## src/rtl/conv_mac_pkg.sv

```systemverilog
// Shared constants and helpers for the conv_mac_pipe datapath.
package conv_mac_pkg;

  // Overflow handling selections for SAT_MODE.
  localparam int SAT_WRAP  = 0;
  localparam int SAT_CLAMP = 1;

  // Legal multiplier pipeline depth.
  localparam int NUM_STAGE_MIN = 1;
  localparam int NUM_STAGE_MAX = 6;

  // Largest positive value of a w-bit signed result (truncate to w bits at use).
  function automatic logic [63:0] dout_max(input int w);
    return (64'd1 << (w - 1)) - 64'd1;
  endfunction

  // Most negative value of a w-bit signed result (truncate to w bits at use).
  function automatic logic [63:0] dout_min(input int w);
    return 64'd1 << (w - 1);
  endfunction

endpackage

```

## src/rtl/conv_mac_pipe_mul.sv

```systemverilog
// ce-gated signed multiplier with a NUM_STAGE-deep output pipeline.
// The valid/first/last sideband travels alongside the product so the
// accumulator sees each beat's framing exactly when its product arrives.
// Registers sit behind the multiply with no reset on the datapath so that
// synthesis can retime them into the DSP block's internal pipeline.
module conv_mac_pipe_mul
  import conv_mac_pkg::*;
#(
  parameter int NUM_STAGE = 3,
  parameter int A_W       = 16,
  parameter int B_W       = 8
) (
  input  logic                    clk,
  input  logic                    reset,
  input  logic                    ce,
  input  logic                    in_valid,
  input  logic                    in_first,
  input  logic                    in_last,
  input  logic signed [A_W-1:0]   din0,
  input  logic signed [B_W-1:0]   din1,
  output logic                    out_valid,
  output logic                    out_first,
  output logic                    out_last,
  output logic signed [A_W+B_W-1:0] prod
);

  localparam int P_W   = A_W + B_W;
  localparam int DEPTH = (NUM_STAGE < NUM_STAGE_MIN) ? NUM_STAGE_MIN :
                         (NUM_STAGE > NUM_STAGE_MAX) ? NUM_STAGE_MAX : NUM_STAGE;

  logic signed [P_W-1:0] a_ext;
  logic signed [P_W-1:0] b_ext;
  logic signed [P_W-1:0] p_q [DEPTH];
  logic [DEPTH-1:0]      v_q;
  logic [DEPTH-1:0]      f_q;
  logic [DEPTH-1:0]      l_q;

  // Operands widened to the full product width so the multiply is exact.
  assign a_ext = P_W'(din0);
  assign b_ext = P_W'(din1);

  // Valid bits: the only pipeline state that reset must clear.
  always_ff @(posedge clk) begin
    if (reset) begin
      v_q <= '0;
    end else if (ce) begin
      v_q[0] <= in_valid;
      for (int i = 1; i < DEPTH; i++) v_q[i] <= v_q[i-1];
    end
  end

  // Product and framing flags; meaningful only where the matching valid bit is set.
  always_ff @(posedge clk) begin
    if (ce) begin
      p_q[0] <= a_ext * b_ext;
      f_q[0] <= in_first;
      l_q[0] <= in_last;
      for (int i = 1; i < DEPTH; i++) begin
        p_q[i] <= p_q[i-1];
        f_q[i] <= f_q[i-1];
        l_q[i] <= l_q[i-1];
      end
    end
  end

  assign out_valid = v_q[DEPTH-1];
  assign out_first = f_q[DEPTH-1];
  assign out_last  = l_q[DEPTH-1];
  assign prod      = p_q[DEPTH-1];

endmodule

```

## src/rtl/conv_mac_pipe.sv

```systemverilog
// Pipelined signed multiply-accumulate reducing one kernel window to one result.
// Handshake: a beat is taken on every rising edge with ce=1 and in_valid=1
// (there is no backpressure); in_first/in_last are qualified by in_valid.
// out_valid marks dout/overflow as a window result for exactly one enabled
// cycle; with ce=0 all outputs hold, so a consumer samples only when ce=1.
module conv_mac_pipe
  import conv_mac_pkg::*;
#(
  parameter int ID         = 1,
  parameter int NUM_STAGE  = 3,
  parameter int din0_WIDTH = 16,
  parameter int din1_WIDTH = 8,
  parameter int dout_WIDTH = 32,
  parameter int SAT_MODE   = 0
) (
  input  logic                         clk,
  input  logic                         reset,
  input  logic                         ce,
  input  logic                         in_valid,
  input  logic                         in_first,
  input  logic                         in_last,
  input  logic signed [din0_WIDTH-1:0] din0,
  input  logic signed [din1_WIDTH-1:0] din1,
  output logic                         out_valid,
  output logic signed [dout_WIDTH-1:0] dout,
  output logic                         overflow
);

  localparam int P_W = din0_WIDTH + din1_WIDTH;
  localparam int MSB = dout_WIDTH - 1;
  localparam logic signed [dout_WIDTH-1:0] ACC_MAX = dout_WIDTH'(dout_max(dout_WIDTH));
  localparam logic signed [dout_WIDTH-1:0] ACC_MIN = dout_WIDTH'(dout_min(dout_WIDTH));

  logic                  m_valid;
  logic                  m_first;
  logic                  m_last;
  logic signed [P_W-1:0] m_prod;

  logic signed [dout_WIDTH-1:0] acc_q;
  logic                         win_ovf_q;
  logic signed [dout_WIDTH-1:0] base;
  logic signed [dout_WIDTH-1:0] addend;
  logic signed [dout_WIDTH-1:0] sum;
  logic signed [dout_WIDTH-1:0] acc_d;
  logic                         base_ovf;
  logic                         add_ovf;
  logic                         win_ovf_d;

  conv_mac_pipe_mul #(
    .NUM_STAGE (NUM_STAGE),
    .A_W       (din0_WIDTH),
    .B_W       (din1_WIDTH)
  ) u_mul (
    .clk       (clk),
    .reset     (reset),
    .ce        (ce),
    .in_valid  (in_valid),
    .in_first  (in_first),
    .in_last   (in_last),
    .din0      (din0),
    .din1      (din1),
    .out_valid (m_valid),
    .out_first (m_first),
    .out_last  (m_last),
    .prod      (m_prod)
  );

  // Next accumulator value: a first beat restarts from zero with a clean
  // overflow bit; same-sign operands giving a different-sign sum overflowed.
  always_comb begin
    base      = m_first ? '0 : acc_q;
    base_ovf  = m_first ? 1'b0 : win_ovf_q;
    addend    = dout_WIDTH'(m_prod);
    sum       = base + addend;
    add_ovf   = (base[MSB] == addend[MSB]) && (sum[MSB] != base[MSB]);
    acc_d     = sum;
    if ((SAT_MODE == SAT_CLAMP) && add_ovf) acc_d = base[MSB] ? ACC_MIN : ACC_MAX;
    win_ovf_d = base_ovf | add_ovf;
  end

  // Running window sum and sticky overflow; bubbles leave them untouched.
  always_ff @(posedge clk) begin
    if (reset) begin
      acc_q     <= '0;
      win_ovf_q <= 1'b0;
    end else if (ce && m_valid) begin
      acc_q     <= acc_d;
      win_ovf_q <= win_ovf_d;
    end
  end

  // Result registers: publish on a last beat, otherwise drop out_valid and keep dout.
  always_ff @(posedge clk) begin
    if (reset) begin
      out_valid <= 1'b0;
      dout      <= '0;
      overflow  <= 1'b0;
    end else if (ce) begin
      out_valid <= m_valid && m_last;
      if (m_valid && m_last) begin
        dout     <= acc_d;
        overflow <= win_ovf_d;
      end
    end
  end

endmodule

```

## config.mk

```make
export PLATFORM = sky130hd
export DESIGN_NAME = conv_mac_pipe
export DESIGN_NICKNAME = d
export VERILOG_FILES = /design/src/rtl/conv_mac_pkg.sv /design/src/rtl/conv_mac_pipe_mul.sv /design/src/rtl/conv_mac_pipe.sv
export SDC_FILE = /design/constraint.sdc
export NUM_CORES = 1
export LEC_CHECK = 0
export ABC_AREA = 1
export BUFFER_PORTS_ARGS = -buffer_cell sky130_fd_sc_hd__buf_2
export CAP_MARGIN = 0
export CORE_MARGIN = 2
export CORE_UTILIZATION = 25
export DETAILED_ROUTE_END_ITERATION = 8
export PLACE_DENSITY_LB_ADDON = 0.2
export SKIP_CTS_REPAIR_TIMING = 1
export SLEW_MARGIN = 20
export SYNTH_ARGS = -nofsm -noshare
export SYNTH_HDL_FRONTEND = slang
export SYNTH_HIERARCHICAL = 1
export SYNTH_SLANG_ARGS = --single-unit
```

## constraint.sdc

```tcl
create_clock -name clk -period 13.51 [get_ports clk]
set_input_delay 2.702 -clock clk [delete_from_list [all_inputs] [get_ports clk]]
set_output_delay 2.702 -clock clk [all_outputs]
set_load 0.05 [all_outputs]
```

# Yosys cells after proc, flatten, opt, wreduce, memory -nomap -nowiden
# Memory sizes are Yosys's and may differ from the RTL's.
# Cells that the tools add are included.
# word_totals
mem_bits_ro,0
input_bits,30
mem_count,1
ram_bits,72
register_bits,76
wordCells,22
latchBits,0
out_inout_bits,34
# classes
add_sub_neg,1
order_cmp,0
n_div,0
reduce_logical,4
n_mul,1
mux,4
shifts,0
eq_ne,2
bitwise,1
# mem_list
memory,words,width,read_ports,rd_ports_with_merged_regs,write_ports,line_no,text
u_mul.p_q,3,24,3,0,3,conv_mac_pipe_mul.sv:33,logic signed [P_W-1:0] p_q [DEPTH];
# ops
operator,n
32-bit by 24-bit adder with 32-bit output,1
32-bit two-way mux,1
16-bit by 8-bit multiplier with 24-bit output,1
1-bit logical AND,3
1-bit two-way mux,3
2-bit AND reduction,1
1-bit == test,1
1-bit inequality test,1
1-bit OR,1

# Logic depth before layout (Yosys ltp)
# Gate-level depths: netlist (run 1).
# depth
depth_word,5
depth_mapped,24
mapped_depth_nobuf,22

# Modules after synthesis
# The synthesis (run 1) kept the hierarchy.
# modules_own_cells
module,cells_per_inst,n_inst,area_per_inst_um2,seq_area_each_um2
conv_mac_pipe_mul,875,1,7754.9,2402.3
conv_mac_pipe,815,1,5007.3,1341.3

# Worst setup path before layout (run 1)
# No wires, ideal clock.
# synth_path
path_type,input -> register
startpoint,in din1[2]
endpoint,"mem u_mul/p_q[0][23] (netlist bit), data pin"
required_ps,13258
arrival_ps,6599
path_stages,19
path_buffers,2
setup_slack_ps,6659
setup_ps,252
path_cell_list,clkbuf_1 -> clkbuf_1 -> nand2_1 -> fa_1 -> inv_1 -> fa_1 -> inv_1 -> fa_1 -> inv_1 -> fa_1 -> ha_1 -> inv_1 -> nor3_2 -> and2_1 -> nand2_1 -> nor2_1 -> nor2_1 -> nand2_1 -> nand2_1
# synth_lines
item,line_no,text
start: declaration,conv_mac_pipe.sv:23,"input logic signed [din1_WIDTH-1:0] din1,"
end: declaration,conv_mac_pipe_mul.sv:33,

==> impl_metrics.toml, run 1 <==
[outcome]
outcome = "finished clean"

[logic_synthesis]
yosysMostFrequentCell = "inv_1"
synth_area_um2 = 12800
ys_async_sr_fraction = 0
synthCells = 1690
ys_top_cells_by_count = "430 x inv_1, 407 x nand2_1, 112 x nor2_1"
synth_area_per_cell_um2 = 7.55
synth_nets = 1900
synth_top_area_cell = "edfxtp_1"
yosysSeqAreaShare = 0.293
synth_top_area_share = 0.184
yosysWarningCount = 6
synth_area_leaders = "edfxtp_1 18%, fa_1 16%, inv_1 13%, nand2_1 12%, dfxtp_1 11%"
synth_edf_count = 78
ys_ff_latch = 148
synth_flop_cell = "edfxtp_1"
synth_cell_types = 42

[worst_setup_path]
path_buf_inv = 6
required_ns = 13.69
worstSetupPathType = "in2reg"
crit_chain = "buf_2, inv_1, or2_2, fa_1, fa_1, inv_1, fa_1, inv_1, fa_1, inv_1, ha_1, nand2_2, inv_2, nand3_1, nor2_1, nand3_1, nand4_1, nand2_1"
critical_path.slowest_cell = "fa_1"
critical_path.startpoint_type = "input pin"
endpoint_kind = "register"
cpLargestDelayFamily = "adder cells"
critPathArrivalTime_ns = 6.83
crit_fanout = 17
cpPeakStageDelay_ns = 0.55

[pwr]
peakVddDrop_mv = 0.0902
finalPower_mw = 2.11
p_leak_nw = 7.64
power.density_nw_per_um2 = 150

[clocking]
tritoncts = "done"
cts.sinks = 148
cts_buffers = 17
cts_root_buf = "clkbuf_16"
cts.htree.levels = 4
worstSkewPairLatency_ns = 0.43
clockBufferDepth = 2
cts.clk_slew.worst_paths_ns = 0.07

[timing]
setup_violations = 0
tightestPinTransition_ns = 0.979
hold_violations = 0
clock_skew_ns = 0.0111
whs_ns = 0.418
setup_tns_ns = 0
clock.fmax_mhz = 151
fin_crit_sh = 0.492
fin_ws_ns = 6.87
maxSlewViolCount = 0
min_period_ns = 6.64
rsz0062_at_grt = "no"
relSlewSlack = 0.347

[floorplan]
die-height_um = 230
dieWidth_um = 230
core_region_area_um2 = 50300
start_util = 0.254
ios = 64
core.rowCount = 82
die-area_um2 = 52900

[global_routing]
grt_pass1_vias = 10286
antenna_found_initial = 0
grt_max_degree = 80
grt_pass1_wl_um = 52100
grt_usage = 0.122
overflow = 0

[placement]
place_inst = 2352
dp_hpwl_um = 24100
pre_cts_ws_ns = 6.40
post_dp_cell_area_um2 = 13500
gp_congestion = 0.869
io_buffers = 63

[layout]
regArea_um2 = 3740
final_core_utilization = 0.280
fillers = 5572
syn2layout_area_growth_pct = 10.2
drive_above_1_share = 0.0812
multi_input_area_um2 = 6960
final_cell_area_um2 = 14100
num_antenna_cells = 0
final_net_count = 1909
fin_cells = 2383

[run]
maxCapViolations = 0

[route]
drtIter0Drc = 399
dr.pass1.iters = 4
drc = 0
wl_per_cell_um = 12.8
ant_nets = 0
dr_total_vias = 9653
viasPerCell = 4.05
finalWirelength_um = 30400

[hold_path]
worstHoldPathType = "reg2reg"
==> path summary, 6_finish.rpt <==
| path | startpoint | end | slack (ns) | cells past startpoint |
|---|---|---|---|---|
| max | din1[7] | u_mul/p_q[0][21] | 6.87 | 18 |
| min | u_mul/p_q[0][42] | u_mul/p_q[0][66] | 0.42 | 0 |
| max reg2reg | u_mul/v_q[2] | dout[13] | 10.57 | 8 |
| min reg2reg | u_mul/p_q[0][42] | u_mul/p_q[0][66] | 0.42 | 0 |
==> state kept, by name (all words and copies together), names as in the netlist <==
| signal | count |
|---|---|
| u_mul/p_q | 72 |
| acc_q | 32 |
| dout | 32 |
| u_mul/f_q | 3 |
| u_mul/l_q | 3 |
| u_mul/v_q | 3 |
| out_valid | 1 |
| overflow | 1 |
| win_ovf_q | 1 |
==> cells in the final DEF, fill, tap and decap left out, types with 2 or more instances in the layout <==
| cell type | Yosys | final |
|---|---|---|
| clkbuf_16 | 0 | 17 |
| o21ai_0 | 43 | 43 |
| inv_2 | 4 | 5 |
| nand3b_1 | 2 | 2 |
| xnor2_1 | 6 | 6 |
| nor3_2 | 5 | 5 |
| nand2_2 | 21 | 21 |
| clkbuf_1 | 35 | 2 |
| nand2_1 | 407 | 407 |
| a21oi_2 | 3 | 3 |
| a21oi_1 | 80 | 80 |
| nor3_1 | 6 | 6 |
| dfxtp_1 | 70 | 70 |
| xor2_1 | 17 | 17 |
| inv_6 | 0 | 3 |
| nand4_1 | 8 | 8 |
| buf_4 | 26 | 4 |
| nand3_1 | 85 | 85 |
| buf_2 | 7 | 62 |
| inv_1 | 430 | 430 |
| clkinv_4 | 0 | 3 |
| nor2_1 | 112 | 112 |
| o21a_1 | 15 | 15 |
| o21ai_2 | 2 | 2 |
| o211ai_1 | 6 | 6 |
| fa_1 | 104 | 104 |
| inv_8 | 0 | 2 |
| ha_1 | 76 | 76 |
| nor2_2 | 2 | 2 |
| edfxtp_1 | 78 | 78 |
| o21bai_1 | 18 | 18 |
| a21o_1 | 4 | 4 |
| or2_2 | 3 | 3 |
==> report_power, final <==
| group | internal [mW] | total [mW] | switching (mW) |
|---|---|---|---|
| registers | 0.595 | 0.617 | 0.0216 |
| logic | 0.370 | 1.04 | 0.671 |
| clock network | 0.256 | 0.454 | 0.197 |
==> per-layer routing <==
metal | track usage | up-vias | wire, um
met3 | 0.0155 | 21 | 777
met5 | 0 | - | 0
met2 | 0.209 | 124 | 14000
li1 | - | 5083 | -
met1 | 0.161 | 4425 | 15200
met4 | 0.0327 | 0 | 453
==> kinds of logic after synthesis <==
kind of cell               after synthesis  share of synthesized area
and+or+nand+nor                        654                      0.212
buffers and inverters                  511                      0.162
adders and majority gates              180                      0.238
AOI/OAI and AO/OA                      174                     0.0792
DFF                                    148                      0.293
xor gates and xnor gates                23                     0.0158
==> final cells by class <==
cell class,count,area share
inverter,435,0.116
tap,672,0.0598
clock inverter,12,0.00872
timing repair buffer,66,0.0242
multi-input combinational,1031,0.494
clock buffer,19,0.0308
sequential,148,0.266
(Power assumes the default switching activity.)
==> run 2, diff against run 1 <==
Clock period 13.51 ns to 6.8 ns, I/O delays scaled along.
==> impl_metrics.toml, run 2 (synthesized netlist as in run 1, its figures left out) <==
[outcome]
outcome = "finished clean"

[route]
drc = 0
wl_met2_um = 14100
dr_wl_met3_um = 695
drtIter0Drc = 443
finalWirelength_um = 30600
dr.pass1.iters = 4
dr_total_vias = 9889
wl_met1_um = 15200
highest_layer = "met4"
ant_nets = 0
viasPerCell = 4.15
wl_per_cell_um = 12.8

[clocking]
tritoncts = "done"
cts.htree.levels = 4
worstSkewPairLatency_ns = 0.44
clockBufferDepth = 2
cts_root_buf = "clkbuf_16"
cts_buffers = 17
cts.clk_slew.worst_paths_ns = 0.07
cts.sinks = 148

[run]
maxCapViolations = 0

[layout]
num_antenna_cells = 0
largest-register = "u_mul/p_q"
final_cell_mix = "430 x inv_1, 407 x nand2_1, 112 x nor2_1, 104 x fa_1, 85 x nand3_1"
final_cell_area_um2 = 14100
drive_above_1_share = 0.0818
fillers = 5548
final_net_count = 1909
fin_cells = 2384
syn2layout_area_growth_pct = 10.3
top_regs = "u_mul/p_q (72), acc_q (32), dout (32)"
final_common_cell = "inv_1"
largest_reg_flops = 72

[worst_setup_path]
critical_path.slowest_cell = "fa_1"
required_ns = 7.00
rr_endpoint = "dout[22]"
crit_chain = "buf_2, inv_1, or2_2, fa_1, fa_1, inv_1, fa_1, inv_1, fa_1, inv_1, ha_1, nand2_2, inv_2, nand2_2, nor3_2, nand2_1, nor2_1, nor2_1, nand2_1, nand2_1"
endpoint_kind = "register"
rr_worst_depth = 16
critical_path.startpoint_type = "input pin"
critPathArrivalTime_ns = 5.45
cpPeakStageDelay_ns = 0.54
rrSetupSlack_ns = 4.07
worstSetupPathType = "in2reg"
crit_fanout = 17
reg2reg_from = "u_mul/f_q[2]"

[timing]
rsz0062_at_grt = "no"
relSlewSlack = 0.331
tightestPinTransition_ns = 1.00
setup_tns_ns = 0
clock_skew_ns = 0.0123
min_period_ns = 5.25
maxSlewViolCount = 0
fin_crit_sh = 0.773
setup_violations = 0
clock.fmax_mhz = 190
hold_violations = 0

[placement]
gp_congestion = 0.867
dp_hpwl_um = 24100
post_dp_cell_area_um2 = 13500
place_inst = 2352
io_buffers = 63

[floorplan]
dieWidth_um = 230
core_region_area_um2 = 50300
start_util = 0.254
ios = 64
die-area_um2 = 52900
die-height_um = 230
core.rowCount = 82

[hold_path]
hold_end = "u_mul/f_q[2]"
min_path_cells = 0
worstHoldStart = "u_mul/f_q[1]"
worstHoldPathType = "reg2reg"

[global_routing]
grt_pass1_vias = 10266
grt_max_degree = 80
grt_pass1_wl_um = 52000
overflow = 0
grt_usage = 0.122
antenna_found_initial = 0

[pwr]
power.density_nw_per_um2 = 300
p_leak_nw = 7.66
finalPower_mw = 4.23
peakVddDrop_mv = 0.185
==> run 2: cell count changes in the layout (fill, tap and decap cells not counted) <==
cell        delta
clkinvlp_2     -1
clkinv_1       +2
inv_6          +1
clkinv_2       +1
clkbuf_1       -2
clkinv_4       -2
inv_8          +2
==> run 2: area by class of cell <==
type,count,area [um^2],area share
sequential,148,3740,0.266
timing repair buffer,66,340,0.0242
clock buffer,17,425,0.0302
tap,672,841,0.0597
clock inverter,15,144,0.0102
multi-input combinational,1031,6960,0.494
inverter,435,1630,0.116
==> run 2: metrics by stage <==
step	hold WS (ns)	utilization	setup WS (ns)
after global routing	0.425	0.280	1.22
after detailed placement	0.405	0.269	1.04
after CTS	0.420	0.280	1.51
after floorplan	0.400	-	1.29
after global placement	0.403	0.269	1.01
final	0.419	0.280	1.55
==> run 2: worst max path at each step <==
stage                 start               end  slack (ns)
finish              din1[7]  u_mul/p_q[0][23]        1.55
global route        din1[7]  u_mul/p_q[0][18]        1.22
CTS                 din1[7]  u_mul/p_q[0][23]        1.51
detailed placement  din1[7]  u_mul/p_q[0][23]        1.04
floorplan           din1[2]  u_mul/p_q[0][23]        1.29
global placement    din1[7]  u_mul/p_q[0][23]        1.01
==> run 2: worst max-delay path, delay by kind of cell <==
| family | cells | cell delay [ns] |
|---|---|---|
| and+or+nand+nor | 9 | 1.03 |
| buffers and inverters | 6 | 0.56 |
| adders and majority gates | 5 | 2.47 |
==> run 2: routing by layer <==
metal | vias to the layer above | global-route usage
met4 | 0 | 0.0387
li1 | 5084 | -
met5 | - | 0
met1 | 4622 | 0.161
met2 | 143 | 0.208
met3 | 40 | 0.0145
==> run 2: power by group <==
part,switching (mW),internal (mW),total (mW)
sequential,0.0436,1.18,1.23
clock,0.413,0.514,0.926
combinational,1.34,0.737,2.07
==> run 3, diff against run 2 <==
Clock period 6.8 ns to 4.4 ns, I/O delays scaled along.
==> impl_metrics.toml, run 3 (synthesized netlist as in run 1, its figures left out) <==
[route]
wl_per_cell_um = 12.5
ant_nets = 0
drc = 0
dr_total_vias = 10125
viasPerCell = 4.10
drtIter0Drc = 451
finalWirelength_um = 30900
dr.pass1.iters = 8

[layout]
final_net_count = 1996
top_regs = "u_mul/p_q (72), acc_q (32), dout (32)"
syn2layout_area_growth_pct = 19.3
largest-register = "u_mul/p_q"
largest_reg_flops = 72
final_common_cell = "inv_1"
num_antenna_cells = 0
drive_above_1_share = 0.167
final_cell_mix = "420 x inv_1, 395 x nand2_1, 102 x fa_1, 93 x nor2_1, 89 x buf_4"
fin_cells = 2471

[clocking]
cts_root_buf = "clkbuf_16"
cts.clk_slew.worst_paths_ns = 0.07
cts.htree.levels = 4
cts_buffers = 17
cts.sinks = 148
tritoncts = "done"
clockBufferDepth = 2
worstSkewPairLatency_ns = 0.43

[placement]
gp_congestion = 0.907
io_buffers = 63
dp_hpwl_um = 24900
place_inst = 2434
pre_cts_ws_ns = -0.583

[timing]
rsz0062_at_grt = "yes"
tightestPinTransition_ns = 1.04
hold_violations = 0
setup_violations = 0
clock_skew_ns = 0.0114
fin_crit_sh = 0.996
setup_tns_ns = 0
fin_ws_ns = 0.0157
relSlewSlack = 0.309
clock.fmax_mhz = 228
min_period_ns = 4.38
maxSlewViolCount = 0

[floorplan]
core.rowCount = 82
dieWidth_um = 230
ios = 64
start_util = 0.254
die-height_um = 230
die-area_um2 = 52900
core_region_area_um2 = 50300

[worst_setup_path]
required_ns = 4.59
critPathArrivalTime_ns = 4.57
crit_fanout = 11
critical_path.startpoint_type = "input pin"
cpLargestDelayFamily = "adder cells"
cpPeakStageDelay_ns = 0.49
path_buf_inv = 6
worstSetupPathType = "in2reg"
endpoint_kind = "register"
critical_path.slowest_cell = "fa_1"
crit_chain = "buf_6, clkinvlp_4, buf_12, buf_12, nor2_1, fa_1, fa_1, fa_1, inv_1, fa_1, inv_1, ha_4, nand2_2, nor2_2, and2_4, nand2_1, nor2_1, nor2_1, nand2_1, nand2_1"
crit_top_cell = "fa_1"
reg2reg_from = "u_mul/f_q[2]"
worstSetupStartpoint = "din1[7]"

[pwr]
power.density_nw_per_um2 = 529
peakVddDrop_mv = 0.234
finalPower_mw = 8.05
p_leak_nw = 8.13

[global_routing]
antenna_found_initial = 0
grt_usage = 0.122
overflow = 0
grt_max_degree = 84
grt_pass1_wl_um = 52500
grt_pass1_vias = 10326

[hold_path]
worstHoldStart = "u_mul/p_q[0][42]"
worstHoldPathType = "reg2reg"

[run]
maxCapViolations = 0

[outcome]
outcome = "finished clean"
run 3: changes by cell type in the layout (fill, tap and decap cells not counted), sizes merged:
cell,delta
clkinvlp,+3
clkbuf,+1
clkinv,-1
buf,+86
inv,-2
run 3: layout make-up:
class | count | area, um^2
fillers | 5423 | 35000
repair buffers | 153 | 1060
multi-input cells | 1031 | 7350
flip-flops and latches | 148 | 3740
clock buffers | 17 | 425
inverters | 435 | 1640
well taps | 672 | 841
clock inverters | 15 | 161
run 3: per-stage QoR:
stage,area [um^2],hold WS [ns],util
floorplan,13100,0.400,-
finish,15200,0.412,0.303
global route,15200,0.415,0.303
CTS,14900,0.414,0.297
global placement,14300,0.401,0.285
detailed placement,14300,0.405,0.285
run 3: worst paths after layout:
| path | slack (ns) | depth (start not counted) | end |
|---|---|---|---|
| setup reg to reg | 1.35 | 13 | overflow |
| setup / recovery | 0.02 | 20 | u_mul/p_q[0][23] |
| hold / removal | 0.41 | 0 | u_mul/p_q[0][66] |
| hold reg to reg | 0.41 | 0 | u_mul/p_q[0][66] |
run 3: report_power, final:
part | total [mW] | switching, mW | internal [mW]
clock network | 1.45 | 0.646 | 0.803
logic | 4.72 | 2.57 | 2.15
registers | 1.89 | 0.0640 | 1.83
run 3: layer usage:
metal	wire (um)	GRT usage
met5	0	0
met4	485	0.0304
met3	873	0.0167
met2	14500	0.210
met1	15100	0.162
